[src/rtl/video_timing_gen.sv]
// Raster timing generator: per-axis active/porch/sync counters on a pixel enable,
// frame-latched centering offsets, line/frame strobes. Optional flip: `VTG_FLIP_EN.
module video_timing_gen #(
  parameter int H_ACTIVE = 288,
  parameter int H_FP     = 23,
  parameter int H_SYNC   = 31,
  parameter int H_BP     = 42,
  parameter int V_ACTIVE = 224,
  parameter int V_FP     = 3,
  parameter int V_SYNC   = 7,
  parameter int V_BP     = 29,
  parameter int CNT_W    = 9,
  parameter int RGB_W    = 12,
  parameter bit SYNC_POL = 1'b0
) (
  input  logic             clk_sys,
  input  logic             RESET,
  input  logic             ce_pix,
  input  logic [3:0]       h_adj,
  input  logic [3:0]       v_adj,
`ifdef VTG_FLIP_EN
  input  logic             flip,
`endif
  input  logic [RGB_W-1:0] rgb_in,
  output logic [CNT_W-1:0] hpos,
  output logic [CNT_W-1:0] vpos,
  output logic [RGB_W-1:0] rgb_out,
  output logic             hblank,
  output logic             vblank,
  output logic             de,
  output logic             hsync,
  output logic             vsync,
  output logic             line_start,
  output logic             frame_start
);

  localparam int H_TOTAL = H_ACTIVE + H_FP + H_SYNC + H_BP;
  localparam int V_TOTAL = V_ACTIVE + V_FP + V_SYNC + V_BP;
  localparam int HS_BASE = H_ACTIVE + H_FP;
  localparam int VS_BASE = V_ACTIVE + V_FP;
  localparam int XW      = CNT_W + 2;

  logic [CNT_W-1:0] hcnt, vcnt;
  logic [3:0]       h_adj_q, v_adj_q;
  logic             h_end, v_end;
  logic             h_blank_d, v_blank_d, blank_d;
  logic             h_sync_d, v_sync_d;
  logic [XW-1:0]    hs0, vs0, hcnt_x, vcnt_x;

  assign h_end = (hcnt == CNT_W'(H_TOTAL - 1));
  assign v_end = (vcnt == CNT_W'(V_TOTAL - 1));

  // Sync start is widened so a negative offset sign-extends cleanly before compare
  always_comb begin
    hcnt_x    = {2'b00, hcnt};
    vcnt_x    = {2'b00, vcnt};
    hs0       = XW'(HS_BASE) + {{(XW-4){h_adj_q[3]}}, h_adj_q};
    vs0       = XW'(VS_BASE) + {{(XW-4){v_adj_q[3]}}, v_adj_q};
    h_sync_d  = (hcnt_x >= hs0) && (hcnt_x < hs0 + XW'(H_SYNC));
    v_sync_d  = (vcnt_x >= vs0) && (vcnt_x < vs0 + XW'(V_SYNC));
    h_blank_d = (hcnt >= CNT_W'(H_ACTIVE));
    v_blank_d = (vcnt >= CNT_W'(V_ACTIVE));
    blank_d   = h_blank_d | v_blank_d;
  end

`ifdef VTG_FLIP_EN
  logic flip_q;
`endif

  always_ff @(posedge clk_sys) begin
    if (RESET) begin
      hcnt        <= '0;
      vcnt        <= '0;
      h_adj_q     <= '0;
      v_adj_q     <= '0;
`ifdef VTG_FLIP_EN
      flip_q      <= 1'b0;
`endif
      hblank      <= 1'b1;
      vblank      <= 1'b1;
      de          <= 1'b0;
      rgb_out     <= '0;
      hsync       <= ~SYNC_POL;
      vsync       <= ~SYNC_POL;
      line_start  <= 1'b0;
      frame_start <= 1'b0;
    end else begin
      // Strobes are one clk_sys wide, so they clear even when ce_pix is low
      line_start  <= ce_pix & h_end;
      frame_start <= ce_pix & h_end & v_end;
      if (ce_pix) begin
        hcnt <= h_end ? '0 : hcnt + CNT_W'(1);
        if (h_end)
          vcnt <= v_end ? '0 : vcnt + CNT_W'(1);
        if (h_end && v_end) begin
          h_adj_q <= h_adj;
          v_adj_q <= v_adj;
`ifdef VTG_FLIP_EN
          flip_q  <= flip;
`endif
        end
        hblank  <= h_blank_d;
        vblank  <= v_blank_d;
        de      <= ~blank_d;
        rgb_out <= blank_d ? '0 : rgb_in;
        hsync   <= h_sync_d ^ ~SYNC_POL;
        if (hcnt == '0)
          vsync <= v_sync_d ^ ~SYNC_POL;
      end
    end
  end

  always_comb begin
    hpos = hcnt;
    vpos = vcnt;
`ifdef VTG_FLIP_EN
    if (flip_q && !h_blank_d && !v_blank_d) begin
      hpos = CNT_W'(H_ACTIVE - 1) - hcnt;
      vpos = CNT_W'(V_ACTIVE - 1) - vcnt;
    end
`endif
  end

endmodule
[config.mk]
export PLATFORM = sky130hd
export DESIGN_NAME = video_timing_gen
export DESIGN_NICKNAME = d
export VERILOG_FILES = /design/src/rtl/video_timing_gen.sv
export SDC_FILE = /design/constraint.sdc
export NUM_CORES = 1
export LEC_CHECK = 0
export BUFFER_PORTS_ARGS = -buffer_cell sky130_fd_sc_hd__clkbuf_2
export CORE_MARGIN = 2
export CORE_UTILIZATION = 45
export DETAILED_ROUTE_END_ITERATION = 16
export PLACE_DENSITY = 0.68
export SETUP_SLACK_MARGIN = 0.15
export SYNTH_ARGS = -nofsm -noshare
export SYNTH_HDL_FRONTEND = slang
export SYNTH_SLANG_ARGS = --single-unit
[constraint.sdc]
create_clock -name clk_sys -period 3.85 [get_ports clk_sys]
set_input_delay 0.385 -clock clk_sys [delete_from_list [all_inputs] [get_ports clk_sys]]
set_output_delay 0.385 -clock clk_sys [all_outputs]
set_load 0.02 [all_outputs]
# ---- Word-level counts from Yosys, hierarchy flattened
# Cells that the tools add are included.
dict set report totals {
  wordCells 42
  regBits 45
  output_inout_bits 37
  in_bits 23
}
dict set report op_classes {
  eq_ne 2
  n_lt_le_gt_ge 6
  bitwise 6
  n_reduce_logical 7
  n_addsub 6
  muxes 3
}
# operator n
set ops {}
lappend ops {{9-bit by 11-bit >= comparator with 1-bit output} 2}
lappend ops {{9-bit by 11-bit < comparator with 1-bit output} 2}
lappend ops {{9-bit by 1-bit adder with 9-bit output, second input constant} 2}
lappend ops {{9-bit == test, second input constant} 2}
lappend ops {{9-bit 2-to-1 mux} 2}
lappend ops {{12-bit 2-to-1 mux} 1}
lappend ops {{10-bit by 4-bit adder with 11-bit output, first input constant} 1}
lappend ops {{10-bit by 4-bit adder with 11-bit output, second input constant} 1}
lappend ops {{11-bit by 5-bit adder with 11-bit output, second input constant} 1}
lappend ops {{9-bit by 4-bit adder with 10-bit output, first input constant} 1}
lappend ops {{9-bit by 8-bit >= comparator with 1-bit output, second input constant} 1}
lappend ops {{9-bit >= comparator, second input constant} 1}
lappend ops {{9-bit zero test} 1}
lappend ops {{2-bit AND reduction} 3}
lappend ops {{1-bit logical AND} 3}
lappend ops {{1-bit inverter} 3}
lappend ops {{1-bit AND} 2}
lappend ops {{1-bit OR} 1}

# ---- Logic depth before layout (Yosys ltp)
# Gate-level depths: netlist (run 1).
dict set report depth {
  ltp_word 5
  ltp_mapped 12
  depth_no_buf 12
}

# ---- Least setup slack after synthesis (run 1)
# Ideal clock, no wire load.
dict set report synth_path {
  path_kind {flip-flop to flip-flop}
  startpoint {reg v_adj_q[1]}
  endpoint {reg vsync}
  arrival_time_ps 2137
  setup_time_ps 126
  path_buffers 0
  stages_incl_launch_ff 13
  required_ps 3724
  period_less_slack_ps 2263
  slack_ps 1587
  cell_sequence {dfxtp_1 -> inv_1 -> ha_1 -> a21oi_1 -> xor2_1 -> a21oi_1 -> xor2_1 -> ha_1 -> a211o_1 -> a21oi_1 -> o21ai_0 -> o2111ai_1 -> a31oi_1}
}
dict set report synth_via {
  elab_chain_len 5
  elab_cells_between_ends 6
  cone_classes {add/sub (2); order compare (2); bitwise (1); reduce/logical (1)}
}
# element line_no
set synth_lines {}
lappend synth_lines {{start, declared} 44} ;# logic [3:0] h_adj_q, v_adj_q;
lappend synth_lines {{start signal, assigned} 97} ;# v_adj_q <= v_adj;
lappend synth_lines {{9-bit by 4-bit adder with 10-bit output (*)} 58} ;# vs0 = XW'(VS_BASE) + {{(XW-4){v_adj_q[3]}}, v_adj_q};
lappend synth_lines {{10-bit by 4-bit adder with 11-bit output} 60} ;# v_sync_d = (vcnt_x >= vs0) && (vcnt_x < vs0 + XW'(V_SYNC));
lappend synth_lines {{9-bit by 11-bit < comparator with 1-bit output} 60}
lappend synth_lines {{1-bit logical AND (*)} 60}
lappend synth_lines {{1-bit inverter (no source line) (*)} n/a}
lappend synth_lines {{end signal, assigned} 84} ;# vsync <= ~SYNC_POL;
lappend synth_lines {{end signal, assigned} 108} ;# vsync <= v_sync_d ^ ~SYNC_POL;
lappend synth_lines {{end, declared} 32} ;# output logic vsync,
# Mark *: on every way between the ends. The rest lies on a longest branch, timed or not.
# A chain may end at the register's enable or synchronous reset.

# ---- Worst setup path after layout (run 1)
# Same ends and word-level chain as after synthesis.

==> impl_metrics.json, run 1 <==
{
  "outcome": "complete, no violations",
  "clk_path_buf_depth": 2,
  "ir_worst_vdd_v": 0.000222,
  "htreeDepth": 2,
  "startpoint": "v_adj_q[1]$_SDFFE_PP0P_",
  "dp_cells": 420,
  "syn_area_per_cell_um2": 9.06,
  "drcViolationCount": 0,
  "place_congestion": 0.824,
  "synth_edf_count": 0,
  "criticalPathCategory": "reg -> reg",
  "p_leak_uw": 0.00143,
  "min_path_type": "in -> reg",
  "antenna_cells": 0,
  "power.density_nw_per_um2": 279,
  "hold_buffers": 0,
  "ys.flop_type": "dfxtp_1",
  "start_util_pct": 47.3,
  "wl_per_cell_um": 13.0,
  "grt_pass1_wl_um": 9630,
  "preCtsSetupSlack_ns": 1.41,
  "grt_pass1_vias": 2143,
  "whs_endpoint": "v_adj_q[0]$_SDFFE_PP0P_",
  "viasPerCell": 5.22,
  "period_share_pct": 63.6,
  "reg2reg_to": "vsync$_SDFFE_PP1P_",
  "yosys_warnings": 0,
  "reg2reg_depth": 12,
  "placement.io_buffers": 59,
  "p_clk_share_pct": 34.5,
  "combinationalPowerShare_pct": 9.4,
  "antenna_found_initial": 0,
  "pwr-share-seq_pct": 56.1,
  "synth_top_cell_area_share_pct": 33.9,
  "ys_top_cells_by_area": "dfxtp_1 34%, ha_1 18%, nor2_1 4.8%",
  "p_sw_share_pct": 26.2,
  "fp-row-count": 27,
  "root_buffer": "clkbuf_8",
  "ys_seq_elements": 45,
  "r2r_start": "v_adj_q[1]$_SDFFE_PP0P_",
  "critPathRequiredTime_ns": 4.02,
  "grt_usage_pct": 18.4,
  "yosysSeqAreaShare_pct": 33.9,
  "setup_violations": 0,
  "grt_remaining_overflow": 0,
  "p_sw_uw": 227,
  "cp_max_fo": 4,
  "cts-resized-gates": 0,
  "drive_gt1_share_pct": 20.8,
  "final_critical_path_setup_slack_ns": 1.40,
  "arrival_ns": 2.62,
  "drv_slew": 0,
  "layout.nets": 417,
  "syn_area_um2": 2650,
  "async_reset_ff_share_pct": 0,
  "coreArea_um2": 5610,
  "postSynthCellCount": 293,
  "hold_viol": 0,
  "final_cells": 428,
  "first_pass_iters": 4,
  "syn_to_final_growth_pct": 16.9,
  "die_height_um": 80.8,
  "min_path_cells": 3,
  "synth_area_leader_cell": "dfxtp_1",
  "finalSetupTns_ns": 0,
  "routed_wl_um": 5570,
  "ioPinCount": 60,
  "drt_iter0_drc": 125,
  "routed-via-count": 2236,
  "startpoint_type": "flip-flop",
  "max_clock_freq_ghz": 0.409,
  "rrSetupSlack_ns": 1.40,
  "drv_cap": 0,
  "hold_start": "v_adj[0]",
  "worst_slew_pin_slew_ns": 0.811,
  "slew-limit-headroom_pct": 45.8,
  "cts_inserted_buffers": 5,
  "die_w_um": 80.8,
  "post-cts-setup-buffers": 0,
  "internal_power_uw": 638,
  "path_clk_slew_ns": 0.09,
  "clk_latency_ns": 0.30,
  "floorplan.die_area_um2": 6530,
  "final.min_clock_period_ns": 2.45,
  "synth.distinct_cells": 46,
  "antenna_left": 0,
  "dp_hpwl_um": 4240,
  "finalClockSkew_ns": 0.0126,
  "grt_max_degree": 35,
  "cts_tree": "built",
  "rsz0062_at_grt": "false",
  "worstSetupEndpointType": "flip-flop",
  "cts_sinks": 45
}
-- final cells by class --
type                    instances  area (um^2)
repair buffers                 59          295
flip-flops and latches         45          901
fillers                       544         2510
clock buffers                   5         68.8
inverters                      13         48.8
clock inverters                 3         25.0
multi-input cells             231         1670
well taps                      72         90.1
-- through the flow --
step | hold slack (ns) | instance area [um^2] | utilization (%) | total power (uW)
final | 0.284 | 3100 | 55.3 | 865
after global routing | 0.276 | 3100 | 55.3 | 905
after CTS | 0.279 | 3100 | 55.3 | 875
after detailed placement | 0.487 | 3010 | 53.6 | 578
after global placement | 0.459 | 3010 | 53.6 | 577
after floorplan | 0.476 | 2670 | - | 546
-- critical path: stages, from the launching register on --
cell and delay [ns]:
dfxtp_1 0.37, inv_1 0.10, ha_1 0.20, a21oi_1 0.20, xor2_1 0.27, a21oi_1 0.09
xor2_1 0.15, ha_1 0.29, a211o_1 0.26, a21oi_1 0.10, o21ai_0 0.09, o2111ai_1 0.11
a31oi_1 0.10
-- cells by family after synthesis --
| logic type | synth area share, % |
|---|---|
| flip-flops | 33.9 |
| multiplexers | 0.377 |
| AND/OR/NAND/NOR | 20.4 |
| adder cells (fa/ha/maj) | 18.4 |
| XOR/XNOR | 8.25 |
| buffers and inverters | 3.72 |
| AO/OA/AOI/OAI | 14.6 |
| other | 0.283 |
-- cell usage after synthesis (2+ instances only) --
cell type  instances
o211ai_1           3
a21o_1             2
and2_1             3
a22o_1             4
nand4_1            7
nand2_1           13
nand3_1           10
inv_1             13
xor2_1            14
nor2_1            34
o21ai_1            2
or3_1              2
o21bai_1           2
clkbuf_1           6
nor3_2             2
xnor2_1           11
a31oi_1            3
a21oi_1           12
nor3_4             2
a211oi_1           3
nor3_1            11
ha_1              39
conb_1             2
a211o_1            2
o21ai_0            8
nor4_1             2
dfxtp_1           45
buf_6              2
a22oi_1           12
nand2b_1           6
-- how the worst max path moves through the flow --
stage | endpoint | slack (ns) | cells after the start
floorplan | vsync$_SDFFE_PP1P_ | 1.59 | 12
global placement | vsync$_SDFFE_PP1P_ | 1.49 | 12
detailed placement | vsync$_SDFFE_PP1P_ | 1.41 | 12
CTS | vsync$_SDFFE_PP1P_ | 1.38 | 12
global route | vsync$_SDFFE_PP1P_ | 1.20 | 12
finish | vsync$_SDFFE_PP1P_ | 1.40 | 12
-- sequential cells by signal, summed over array words and instances (netlist names) --
signal,flops
hpos,9
vsync,1
line_start,1
frame_start,1
vpos,9
h_adj_q,4
hsync,1
v_adj_q,4
hblank,1
vblank,1
de,1
rgb_out,12
-- layout by cell type, fill, tap and decap left out, drive strengths merged, types with 2 or more instances in the layout --
cell type / count
or3: 2
nor3: 15
inv: 14
a31oi: 3
o211ai: 3
a21o: 2
nand2b: 6
and2: 3
a22o: 4
nand4: 8
conb: 7
o21bai: 2
nor2: 35
nand2: 13
o21ai: 10
ha: 39
a211oi: 3
xnor2: 11
nor4: 2
xor2: 14
nand3: 10
a21oi: 12
a22oi: 12
dfxtp: 45
a211o: 2
clkbuf: 64
-- per-layer routing --
layer / global-route usage [%] / vias to the layer above / wire length [um]
met5: 0 / - / 0
met4: 3.56 / 0 / 23
met3: 3.89 / 2 / 306
met2: 30.9 / 51 / 2550
met1: 24.7 / 1023 / 2690
li1: - / 1160 / -
-- power groups by stage --
stage | combinational, uW | clock, uW | sequential, uW
finish | 81.2 | 298 | 485
global route | 92.0 | 326 | 487
CTS | 82.3 | 308 | 485
detailed placement | 81.6 | 0 | 496
global placement | 80.9 | 0 | 496
floorplan | 37.4 | 0 | 509
Power figures use the tool's default switching activity.
==> inputs of run 2 (changes only) <==
- ABC_AREA: unset -> 1
- clock period: 3.85 -> 2.4 ns (I/O delays scaled with it)
==> run 2 against run 1 <==
Compared with the run above: clock skew down 0.0064 ns; sequential power increased by 60%; critical endpoint unchanged; combinational power up 74%; worst setup slack worse by 1.3 ns; via count up 24%; sequential share of layout area fell by 3.7 points; sequential cell count stayed put; count of clock-buffer cells in the layout stayed put; first-iteration DRC count decreased by 35%; die area grew 8.6%; synthesized area grew 9.1%; highest routed layer unchanged.
==> impl_metrics.json, run 2 <==
{
  "outcome": "complete, no violations",
  "reg2reg_to": "vsync$_SDFFE_PP1P_",
  "setup_violations": 0,
  "p_clk_share_pct": 34.3,
  "hold_buffers": 0,
  "worst_slew_pin_slew_ns": 0.589,
  "syn_to_final_growth_pct": 24.2,
  "first_pass_iters": 4,
  "synth_top_cell_area_share_pct": 31.1,
  "yosys_warnings": 0,
  "die_w_um": 84.2,
  "final_cells": 547,
  "pwr-share-seq_pct": 55.6,
  "seqCellArea_um2": 912,
  "antenna_found_initial": 0,
  "most-common-layout-cells": "90 x nand2_1, 59 x clkbuf_2, 40 x dfxtp_1",
  "cts_sinks": 45,
  "startpoint": "v_adj_q[0]$_SDFFE_PP0P_",
  "startpoint_type": "flip-flop",
  "synth_most_common_cell": "nand2_1",
  "drcViolationCount": 0,
  "placement.io_buffers": 59,
  "grt_remaining_overflow": 0,
  "final_common_cell": "nand2_1",
  "rrSetupSlack_ns": 0.06,
  "ys_top_cells_by_area": "dfxtp_1 31%, ha_1 17%, nand2_1 12%",
  "final.min_clock_period_ns": 2.34,
  "min_path_cells": 3,
  "path_clk_slew_ns": 0.09,
  "multiInputGateArea_um2": 1880,
  "routed_wl_um": 6970,
  "power.density_nw_per_um2": 388,
  "met3_usage_pct": 2.85,
  "r2r_start": "v_adj_q[0]$_SDFFE_PP0P_",
  "drv_slew": 0,
  "async_reset_ff_share_pct": 0,
  "clk_latency_ns": 0.30,
  "ioPinCount": 60,
  "p_total_uw": 1400,
  "wl_per_cell_um": 12.7,
  "postSynthCellCount": 389,
  "p_sw_share_pct": 26.9,
  "yosysSeqAreaShare_pct": 31.1,
  "grt_usage_pct": 20.0,
  "drv_cap": 0,
  "htreeDepth": 2,
  "ys.flop_type": "dfxtp_1",
  "period_share_pct": 97.4,
  "min_path_type": "in -> reg",
  "synth.distinct_cells": 37,
  "largest_reg_flops": 12,
  "layout.nets": 531,
  "routed-via-count": 2774,
  "coreArea_um2": 6280,
  "num-fill-cells": 634,
  "rsz0062_at_grt": "true",
  "p_sw_uw": 376,
  "syn_area_per_cell_um2": 7.44,
  "floorplan.die_area_um2": 7090,
  "grt_max_degree": 21,
  "ys_seq_elements": 45,
  "regMostFlops": "rgb_out",
  "fp-row-count": 29,
  "synth_area_leader_cell": "dfxtp_1",
  "arrival_ns": 2.54,
  "cts_inserted_buffers": 5,
  "max_clock_freq_ghz": 0.428,
  "root_buffer": "clkbuf_8",
  "busiest_layer": "met2",
  "clk_path_buf_depth": 2,
  "combinationalPowerShare_pct": 10.1,
  "start_util_pct": 46.1,
  "dp_cells": 527,
  "place_congestion": 0.825,
  "dp_hpwl_um": 5080,
  "syn_area_um2": 2900,
  "viasPerCell": 5.07,
  "criticalPathCategory": "reg -> reg",
  "antenna_cells": 0,
  "cp_max_fo": 3,
  "reg2reg_depth": 15,
  "internal_power_uw": 1020,
  "grt_pass1_wl_um": 11800,
  "drt_iter0_drc": 81,
  "synth_edf_count": 0,
  "antenna_left": 0,
  "critPathCapture": "vsync$_SDFFE_PP1P_",
  "p_leak_uw": 0.00178,
  "grt_pass1_vias": 2609,
  "critPathRequiredTime_ns": 2.60,
  "worstSetupEndpointType": "flip-flop",
  "ir_worst_vdd_v": 0.000306,
  "slew-limit-headroom_pct": 60.7,
  "grtUsageMet1_pct": 26.3,
  "hold_viol": 0,
  "met2_usage_pct": 34.7,
  "cts_tree": "built",
  "drive_gt1_share_pct": 29.4,
  "die_height_um": 84.2,
  "synthTopCellsByCount": "93 x nand2_1, 45 x dfxtp_1, 40 x inv_1",
  "finalClockSkew_ns": 0.00623
}
run 2: how the worst min path moves through the flow:
stage                         from                       to
after floorplan             ce_pix       hsync$_SDFFE_PP1P_
after global placement    v_adj[3]  v_adj_q[3]$_SDFFE_PP0P_
after detailed placement  h_adj[2]  h_adj_q[2]$_SDFFE_PP0P_
after CTS                 v_adj[3]  v_adj_q[3]$_SDFFE_PP0P_
after global routing      h_adj[2]  h_adj_q[2]$_SDFFE_PP0P_
final                     v_adj[3]  v_adj_q[3]$_SDFFE_PP0P_
run 2: kinds of logic (layout without fill, tap and decap cells):
logic type                 Yosys count  count (layout)  synth area share (%)
and+or+nand+nor                    173             173                  27.2
AOI/OAI and AO/OA                   64              64                  13.3
buffers and inverters               56             132                  8.25
DFF                                 45              45                  31.1
adders and majority gates           39              39                  16.9
xor gates and xnor gates            10              10                  3.03
other                                2               7                 0.259
run 2: per-stage QoR:
step | hold slack (ns) | utilization, % | cell area [um^2] | TNS (ns) | setup slack, ns
2_1_floorplan | 0.343 | - | 2920 | 0 | 0.166
3_3_place_gp | 0.444 | 52.6 | 3300 | 0 | 0.0924
5_1_grt | 0.137 | 57.3 | 3600 | -0.0806 | -0.0806
3_5_place_dp | 0.453 | 52.6 | 3300 | -0.0321 | -0.0321
4_1_cts | 0.140 | 55.5 | 3480 | 0 | 0.0450
6_report | 0.143 | 57.3 | 3600 | 0 | 0.0620
run 2: area by class of cell:
| cell class | count | share of cell area, % |
|---|---|---|
| flip-flops and latches | 45 | 25.4 |
| clock inverters | 3 | 0.591 |
| inverters | 48 | 5.36 |
| clock buffers | 5 | 1.91 |
| multi-input cells | 293 | 52.1 |
| repair buffers | 76 | 12.0 |
| well taps | 77 | 2.68 |
run 2: critical path: stages (launching register included):
cell and delay (ns):
dfxtp_4 0.36, inv_1 0.06, ha_1 0.22, or2_2 0.32, nand2_2 0.12, nand2_2 0.08
nor2_4 0.12, xor2_1 0.19, ha_1 0.27, nand2_2 0.07, nor2_2 0.04, nand3_2 0.06
a21oi_2 0.03, nor2_1 0.10, nand2_1 0.06, a21o_1 0.14
run 2: per-layer routing:
layer,part of all wire [%],vias up
met5,0,-
met4,1.7,0
met3,3.5,12
met2,49,50
met1,46,1282
li1,-,1430
run 2: power groups by stage:
stage	Sequential [uW]	Clock (uW)	Combinational, uW
after floorplan	820	0	62.5
after global placement	796	0	139
after detailed placement	797	0	140
after CTS	780	497	141
after global routing	780	538	157
final	777	480	141
run 2: repair_timing:
| item | in CTS | in global routing |
|---|---|---|
| hold endpoints to repair | 0 | 0 |
| pin swaps | 6 | 11 |
| resized for setup | 10 | 23 |
| setup endpoints to repair | 2 | 2 |
| buffers inserted | 8 | 4 |
